[src/rtl/lane_accumulator.sv]
// Lane accumulator: issues LANES operands to an external pipelined kernel and sums half-operands
// plus kernel results. Define LANE_ACC_SAT_EN for a clamping accumulator with a sticky flag.
module lane_accumulator #(
  parameter int unsigned Lanes       = 2,
  parameter int unsigned DataWidth   = 22,
  parameter int unsigned AccWidth    = 32,
  parameter int unsigned MaxInflight = 16,
  parameter int unsigned NWidth      = 2
) (
  input  logic                       clk_i,
  input  logic                       rst_i,
  input  logic                       clk_en_i,
  input  logic                       start_i,
  input  logic [NWidth-1:0]          n_i,
  input  logic [Lanes*DataWidth-1:0] x_in_i,
  output logic [AccWidth-1:0]        result_o,
  output logic                       done_o,
  output logic                       saturated_o,
  output logic                       kernel_in_valid_o,
  input  logic                       kernel_in_ready_i,
  output logic [DataWidth-1:0]       kernel_in_data_o,
  input  logic                       kernel_out_valid_i,
  input  logic [DataWidth-1:0]       kernel_out_data_i
);

  localparam int unsigned CntW  = $clog2(MaxInflight + 1);
  localparam int unsigned LaneW = (Lanes > 1) ? $clog2(Lanes) : 1;

  localparam logic [NWidth-1:0] CmdClear = NWidth'(0);
  localparam logic [NWidth-1:0] CmdGo    = NWidth'(1);
  localparam logic [NWidth-1:0] CmdRead  = NWidth'(2);
  localparam logic [NWidth-1:0] CmdPeek  = NWidth'(3);

  typedef enum logic [1:0] {StIdle, StIssue, StDrain, StDone} state_e;

  state_e                     state_q, state_d;
  logic [Lanes*DataWidth-1:0] x_q, x_d;
  logic [LaneW-1:0]           lane_q, lane_d;
  logic [NWidth-1:0]          cmd_q, cmd_d;
  logic [CntW-1:0]            inflight_q, inflight_d;
  logic signed [AccWidth-1:0] acc_q, acc_d, acc_res;
  logic [AccWidth-1:0]        result_q, result_d;

  logic                        accept, issue, last_lane, drained;
  logic signed [DataWidth-1:0] lane_op, half_term, kout;

  assign accept    = (state_q == StIdle) && start_i && clk_en_i;
  assign issue     = (state_q == StIssue) && kernel_in_ready_i &&
                     (inflight_q < CntW'(MaxInflight));
  assign last_lane = (lane_q == LaneW'(Lanes - 1));
  assign drained   = (state_q == StDrain) && (inflight_q == '0);
  assign lane_op   = x_q[int'(lane_q)*DataWidth +: DataWidth];
  assign half_term = lane_op >>> 1;
  assign kout      = kernel_out_data_i;

`ifdef LANE_ACC_SAT_EN
  localparam int unsigned SumW = AccWidth + 2;
  localparam logic signed [SumW-1:0] AccMax = SumW'({1'b0, {(AccWidth-1){1'b1}}});
  localparam logic signed [SumW-1:0] AccMin = SumW'(signed'({1'b1, {(AccWidth-1){1'b0}}}));

  logic signed [SumW-1:0] sum;
  logic                   ovf, sat_q, sat_d;

  always_comb begin
    sum = SumW'(acc_q);
    if (issue)              sum = sum + SumW'(half_term);
    if (kernel_out_valid_i) sum = sum + SumW'(kout);
    ovf     = 1'b0;
    acc_res = sum[AccWidth-1:0];
    if (sum > AccMax) begin
      acc_res = AccMax[AccWidth-1:0];
      ovf     = 1'b1;
    end else if (sum < AccMin) begin
      acc_res = AccMin[AccWidth-1:0];
      ovf     = 1'b1;
    end
    sat_d = sat_q | ovf;
    if (drained && (cmd_q == CmdRead || cmd_q == CmdClear)) sat_d = 1'b0;
  end

  always_ff @(posedge clk_i) begin
    if (rst_i) sat_q <= 1'b0;
    else       sat_q <= sat_d;
  end

  assign saturated_o = sat_q;
`else
  // Wrapping at AccWidth gives the same bits as summing wider and truncating.
  always_comb begin
    acc_res = acc_q;
    if (issue)              acc_res = acc_res + AccWidth'(half_term);
    if (kernel_out_valid_i) acc_res = acc_res + AccWidth'(kout);
  end

  assign saturated_o = 1'b0;
`endif

  // State and datapath registers
  always_ff @(posedge clk_i) begin
    if (rst_i) begin
      state_q    <= StIdle;
      x_q        <= '0;
      lane_q     <= '0;
      cmd_q      <= CmdClear;
      inflight_q <= '0;
      acc_q      <= '0;
      result_q   <= '0;
    end else begin
      state_q    <= state_d;
      x_q        <= x_d;
      lane_q     <= lane_d;
      cmd_q      <= cmd_d;
      inflight_q <= inflight_d;
      acc_q      <= acc_d;
      result_q   <= result_d;
    end
  end

  // Next-state logic
  always_comb begin
    state_d = state_q;
    unique case (state_q)
      StIdle:  if (accept) state_d = (n_i == CmdGo) ? StIssue : StDrain;
      StIssue: if (issue && last_lane) state_d = StDone;
      StDrain: if (inflight_q == '0) state_d = StDone;
      StDone:  state_d = StIdle;
      default: state_d = StIdle;
    endcase
  end

  // Datapath next-state
  always_comb begin
    x_d        = x_q;
    lane_d     = lane_q;
    cmd_d      = cmd_q;
    inflight_d = inflight_q;
    acc_d      = acc_res;
    result_d   = result_q;

    if (accept) begin
      cmd_d  = n_i;
      lane_d = '0;
      if (n_i == CmdGo) x_d = x_in_i;
    end

    if (issue) lane_d = last_lane ? '0 : lane_q + LaneW'(1);

    // A return with nothing outstanding is a kernel error; the count stays at zero.
    case ({issue, kernel_out_valid_i})
      2'b10:   inflight_d = inflight_q + CntW'(1);
      2'b01:   if (inflight_q != '0) inflight_d = inflight_q - CntW'(1);
      default: inflight_d = inflight_q;
    endcase

    if (issue && last_lane) result_d = '0;

    if (drained) begin
      if (cmd_q == CmdRead || cmd_q == CmdPeek) result_d = acc_q;
      else                                      result_d = '0;
      if (cmd_q == CmdRead || cmd_q == CmdClear) acc_d = '0;
    end
  end

  // Outputs
  always_comb begin
    done_o            = (state_q == StDone);
    kernel_in_valid_o = issue;
    kernel_in_data_o  = issue ? lane_op : '0;
    result_o          = result_q;
  end

endmodule

[config.mk]
export PLATFORM = sky130hd
export DESIGN_NAME = lane_accumulator
export DESIGN_NICKNAME = d
export VERILOG_FILES = /design/src/rtl/lane_accumulator.sv
export SDC_FILE = /design/constraint.sdc
export NUM_CORES = 1
export LEC_CHECK = 0
export ABC_AREA = 0
export CAP_MARGIN = 10
export CORE_MARGIN = 5
export CORE_UTILIZATION = 25
export CTS_CLUSTER_DIAMETER = 60
export CTS_CLUSTER_SIZE = 24
export DETAILED_ROUTE_END_ITERATION = 12
export PLACE_DENSITY_LB_ADDON = 0.3
export SYNTH_ARGS = -nofsm -noshare
export SYNTH_HDL_FRONTEND = slang
export SYNTH_SLANG_ARGS = --single-unit
export TNS_END_PERCENT = 100
[constraint.sdc]
create_clock -name clk_i -period 6.2 [get_ports clk_i]
set_input_delay 1.24 -clock clk_i [delete_from_list [all_inputs] [get_ports clk_i]]
set_output_delay 1.24 -clock clk_i [all_outputs]
set_load 0.01 [all_outputs]
After elaboration in Yosys (flattened, before gate mapping)

Index checks and enable logic that the tools add are counted.

Logic and storage cells: 63
Input bits: 74
Output and inout bits: 57
Register bits: 118

Order comparisons: 1
Shifts and indexed selects: 1
Equal/unequal tests: 12
$add $sub $neg: 5
Mux-type cells: 18
$mul: 1
Reductions and logical operators: 18

Operator list:

| kind                | count |
|---|---|
| $mux 32             | 7 |
| $shiftx 44x7->22    | 1 |
| $add 32x21->32      | 1 |
| $add 32x22->32      | 1 |
| $mux 22             | 1 |
| $eq 2x2->1 const B  | 5 |
| $pmux 5 s2          | 1 |
| $mux 2              | 4 |
| $pmux 2 s4          | 1 |
| $eq 2x1->1 const B  | 3 |
| $logic_and 1x1->1   | 6 |
| $reduce_bool 2->1   | 3 |
| $add 5x1->5 const B | 1 |
| $logic_not 5->1     | 1 |
| $lt 5x5->1 const B  | 1 |
| $mul 1x4->5 const B | 1 |
| $mux 5              | 1 |
| $reduce_bool 5->1   | 1 |
| $sub 5x1->5 const B | 1 |
| $logic_not 2->1     | 2 |
| $ne 2x1->1 const B  | 2 |
| $ne 2x2->1 const B  | 2 |
| $reduce_and 2->1    | 2 |
| $mux 1              | 3 |
| other kinds (3)     | 4 |

Depth between registers and ports, before layout

Depth after elaboration: 8
Mapped depth: 24
Depth with buffers taken out: 22

Least setup slack after synthesis

OpenSTA, ideal clock, no wires.

Kind: register -> register
Start point: register lane_q
End point: register acc_q[31]
Path slack: 1.066 ns
Setup time: 0.130 ns
Stages on the path, launching flop included: 24
Clock period less this slack: 5.134 ns
Arrival: 5.004 ns
Cells stage by stage: dfxtp_1 -> clkbuf_1 -> buf_1 -> mux2_2 -> ha_1 -> buf_2 -> a21o_1 -> a21o_1 -> a211oi_1 -> a41oi_2 -> a211oi_2 -> a22o_2 -> xor2_1 -> o21ai_1 -> ha_1 -> clkbuf_1 -> a21oi_1 -> o21ai_0 -> or3b_2 -> o31ai_1 -> a21oi_1 -> nor3_1 -> nand3_1 -> nor3b_1

Word-level cells in the longest chain between the ends: 8

Ends and longest elaborated chain:

| what                   | RTL line | text |
|---|---|---|
| from (decl)            | 38       | `logic [LaneW-1:0] lane_q, lane_d;` |
| from (signal assigned) | 111      | `lane_q <= lane_d;` |
| $mul 1x4->5 *          | 52       | `assign lane_op = x_q[int'(lane_q)*DataWidth +: DataWidth];` |
| $shiftx 44x7->22 *     | 52       |  |
| $add 32x21->32 *       | 91       | `if (issue) acc_res = acc_res + AccWidth'(half_term);` |
| $mux 32 *              | 91       |  |
| $add 32x22->32         | 92       | `if (kernel_out_valid_i) acc_res = acc_res + AccWidth'(kout);` |
| $mux 32 *              | 92       |  |
| $mux 32                | 160      | `if (cmd_q == CmdRead \|\| cmd_q == CmdClear) acc_d = '0;` |
| $mux 32 *              | 157      | `if (drained) begin` |
| to (signal assigned)   | 106      | `acc_q <= '0;` |
| to (signal assigned)   | 114      | `acc_q <= acc_d;` |
| to (decl)              | 41       | `logic signed [AccWidth-1:0] acc_q, acc_d, acc_res;` |

Every way passes the cells marked *; elsewhere a longest branch is shown, timed or not.
A chain may end at the register's enable or synchronous reset.

Final worst setup path

Ends and elaborated chain as after synthesis.

==> qor.csv <==
stage,metric,value,unit
cts,cts_tree,done,
global_routing,grt_pass1_vias,7406,
power,worst_voltage_drop_across_the_vdd_grid,0.186,mV
critical_path,critical_path.max_fanout,18,
outcome,outcome,"complete, no violations",
layout,fillCellCount,3460,
min_path,hold_path_class,register to register,
detailed_routing,drt_pass1_iterations,4,
detailed_routing,detail_route.wirelength,26700,um
layout,final_net_count,1313,
die,die_w,192,um
flow_run,max_cap_viol_count,0,
detailed_routing,wl_per_cell,16.5,um
critical_path,setup.worst_path.start_class,register,
synthesis,synthesis.area_per_instance,7.73,um2
cts,cts.hold.buffers_added,0,
global_routing,grt_pass1_wl,41100,um
timing,finalMaxSlewViolations,0,
layout,area_growth,27.3,%
cts,insertion_delay,0.43,ns
cts,total_clock_sinks,118,
critical_path,timing.setup.critical_path_class,register to register,
cts,cts-root-to-sink-buffers,2,
global_routing,overflow_left_after_global_routing,0,
timing,rsz0062_at_grt,false,
cts,cts_htree_levels,4,
synthesis,synth-compound-area-share,25.2,%
die,dieHeight,192,um
layout,most_used_cells_in_the_layout_excluding_fill_and_tap_cells,"sky130_fd_sc_hd__nand2_1 (179), sky130_fd_sc_hd__clkdlybuf4s50_1 (127), sky130_fd_sc_hd__dfxtp_1 (118)",
critical_path,r2r_slack,0.56,ns
synthesis,synthFlopType,sky130_fd_sc_hd__dfxtp_1,
global_routing,grt_usage,14.2,%
power,leakage,0.00413,uW
synthesis,muxShareOfSynthArea,4.19,%
timing,tightestPinTransition,0.966,ns
placement,place_hpwl,20500,um
timing,max_slew_margin,35.6,%
cts,numCtsBuffers,17,
synthesis,synth_adder_area_share,11.7,%
synthesis,synth_top_family_by_area,compound AO/OA/AOI/OAI gates,
timing,period_share,91.0,%
die,top_level_pins,131,
placement,place.port_buffers,129,
cts,cts_setup_buffers,0,
synthesis,ys_seq_elements,118,
timing,timing.setup.tns,0,ns
detailed_routing,vias_per_cell,4.81,
detailed_routing,total_number_of_vias,7790,
synthesis,synth_fp_nets,1214,
synthesis,post_synth_xor_area_fraction,5.85,%
cts,post_cts_resize_count,0,
synthesis,sequential_cell_area_fraction_in_the_yosys_report,28.7,%
critical_path,worst_setup_path_end_kind,register,
timing,hold_violations,0,
critical_path,arrival,5.93,ns
layout,antennaDiodeCount,0,
timing,timing.final.setup_violations,0,
die,initial_core_util,25.3,%
timing,final_clock_skew,0.00716,ns
synthesis,simple_logic_cell_fraction_of_the_synthesized_area,20.3,%
global_routing,antenna_violations_before_repair,0,
die,row_count,66,
synthesis,synth-async-reset-ratio,0,%
critical_path,critPathRequiredTime,6.49,ns
cts,clkTransAtPathRegs,0.06,ns
detailed_routing,ant_nets,0,
timing,final.hold.worst_slack,0.455,ns
placement,gp_congestion,0.896,
synthesis,mappedNetlistArea,0.00824,mm2
detailed_routing,first_iter_violations,416,
synthesis,yosysWarningCount,0,
power,power_per_cell_area,328,mW/mm2
die,placeable_area,0.0325,mm2
layout,mostFrequentLayoutCell,sky130_fd_sc_hd__nand2_1,
timing,clock.fmax,177,MHz
synthesis,postSynthCellCount,1065,
synthesis,edff_count_synth,0,
timing,period_minus_slack,5.64,ns
synthesis,synth_cell_type_count,67,
layout,final_layout_size_suffix_gt1_share,7.14,%
global_routing,maximum_number_of_pins_on_one_net_before_global_route_repair,89,
die,floorplan.die_area,0.0367,mm2
detailed_routing,dr_drc_count,0,
cts,root_cell_of_the_clock_tree,sky130_fd_sc_hd__clkbuf_16,
Yosys cell counts, types with 7 or more instances:
cell type | n | area (um2)
sky130_fd_sc_hd__a211oi_1 | 24 | 180
sky130_fd_sc_hd__a21o_1 | 28 | 210
sky130_fd_sc_hd__a21oi_1 | 117 | 586
sky130_fd_sc_hd__a22oi_1 | 32 | 240
sky130_fd_sc_hd__a31oi_1 | 7 | 43.8
sky130_fd_sc_hd__and2_1 | 21 | 131
sky130_fd_sc_hd__and3_1 | 9 | 56.3
sky130_fd_sc_hd__clkbuf_1 | 54 | 203
sky130_fd_sc_hd__dfxtp_1 | 118 | 2360
sky130_fd_sc_hd__ha_1 | 72 | 901
sky130_fd_sc_hd__inv_1 | 25 | 93.8
sky130_fd_sc_hd__mux2_2 | 20 | 225
sky130_fd_sc_hd__mux2i_1 | 12 | 120
sky130_fd_sc_hd__nand2_1 | 179 | 672
sky130_fd_sc_hd__nand3_1 | 17 | 85.1
sky130_fd_sc_hd__nand4_1 | 11 | 68.8
sky130_fd_sc_hd__nor2_1 | 85 | 319
sky130_fd_sc_hd__nor2b_1 | 7 | 43.8
sky130_fd_sc_hd__nor3_1 | 14 | 70.1
sky130_fd_sc_hd__o211ai_1 | 9 | 67.6
sky130_fd_sc_hd__o21a_1 | 10 | 75.1
sky130_fd_sc_hd__o21ai_0 | 47 | 235
sky130_fd_sc_hd__or3_1 | 7 | 43.8
sky130_fd_sc_hd__xnor2_1 | 31 | 272
sky130_fd_sc_hd__xor2_1 | 24 | 210
final timing paths:
kind	endpoint	from	cells past startpoint
setup / recovery	acc_q[31]$_SDFF_PP0_	lane_q$_SDFFE_PP0P_	22
hold / removal	x_q[29]$_SDFFE_PP0P_	x_q[29]$_SDFFE_PP0P_	2
setup reg to reg	acc_q[31]$_SDFF_PP0_	lane_q$_SDFFE_PP0P_	22
hold reg to reg	x_q[29]$_SDFFE_PP0P_	x_q[29]$_SDFFE_PP0P_	2
cells by family after synthesis:
family,after synthesis
mux,32
simple gates,375
buf+inv,86
other cells,1
flops,118
compound gates,323
fa+ha+maj,75
xor+xnor,55
flip-flops by register name (all words and copies together), names as in the netlist:
name        cells
inflight_q      5
x_q            44
cmd_q           2
lane_q          1
result_o       32
acc_q          32
state_q         2
critical path: stages (launching register included):
cell                       delay, ns
sky130_fd_sc_hd__dfxtp_1        0.52
sky130_fd_sc_hd__buf_4          0.34
sky130_fd_sc_hd__mux2i_1        0.39
sky130_fd_sc_hd__inv_1          0.30
sky130_fd_sc_hd__ha_1           0.43
sky130_fd_sc_hd__nand2_1        0.09
sky130_fd_sc_hd__a21oi_1        0.26
sky130_fd_sc_hd__inv_1          0.09
sky130_fd_sc_hd__a211oi_2       0.33
sky130_fd_sc_hd__o211ai_2       0.19
sky130_fd_sc_hd__a31oi_1        0.23
sky130_fd_sc_hd__xor2_1         0.23
sky130_fd_sc_hd__nor2_1         0.09
sky130_fd_sc_hd__nor2_1         0.15
sky130_fd_sc_hd__ha_1           0.30
sky130_fd_sc_hd__nand2_1        0.08
sky130_fd_sc_hd__o21ai_0        0.10
sky130_fd_sc_hd__or3b_2         0.47
sky130_fd_sc_hd__o31ai_1        0.29
sky130_fd_sc_hd__a21oi_1        0.07
sky130_fd_sc_hd__nor3_1         0.26
sky130_fd_sc_hd__nand3_1        0.11
sky130_fd_sc_hd__nor3b_1        0.16
through the flow:
| stage | cells | util (%) | power (uW) | setup WS [ns] | area [um2] |
|---|---|---|---|---|---|
| finish | 1619 | 32.2 | 3440 | 0.557 | 10500 |
| global placement | 1587 | 30.5 | 2480 | 0.609 | 9920 |
| floorplan | 1065 | - | 2090 | 1.07 | 8240 |
| CTS | 1619 | 32.2 | 3450 | 0.521 | 10500 |
| global route | 1619 | 32.2 | 3690 | 0.105 | 10500 |
| detailed placement | 1587 | 30.5 | 2490 | 0.554 | 9920 |
layout make-up:
type / count / area [um2] / share of cell area (%)
multi-input combinational: 861 / 5550 / 52.9
clock inverter: 15 / 143 / 1.36
tap: 442 / 553 / 5.27
timing repair buffer: 139 / 1360 / 12.9
inverter: 27 / 101 / 0.966
sequential: 118 / 2360 / 22.5
clock buffer: 17 / 425 / 4.06
where the power goes:
group,switching (uW),total (uW),internal (uW)
Combinational,878,1510,630
Sequential,121,982,862
Clock,388,945,558
metal layers:
metal | up-vias | routed length, um | GRT usage, %
met5 | - | 0 | 0
met4 | 0 | 484 | 4.53
met3 | 30 | 1670 | 3.20
met2 | 214 | 11000 | 20.3
met1 | 3545 | 13500 | 21.0
li1 | 4001 | - | -
Note: power is estimated with default switching activity, not from simulation.
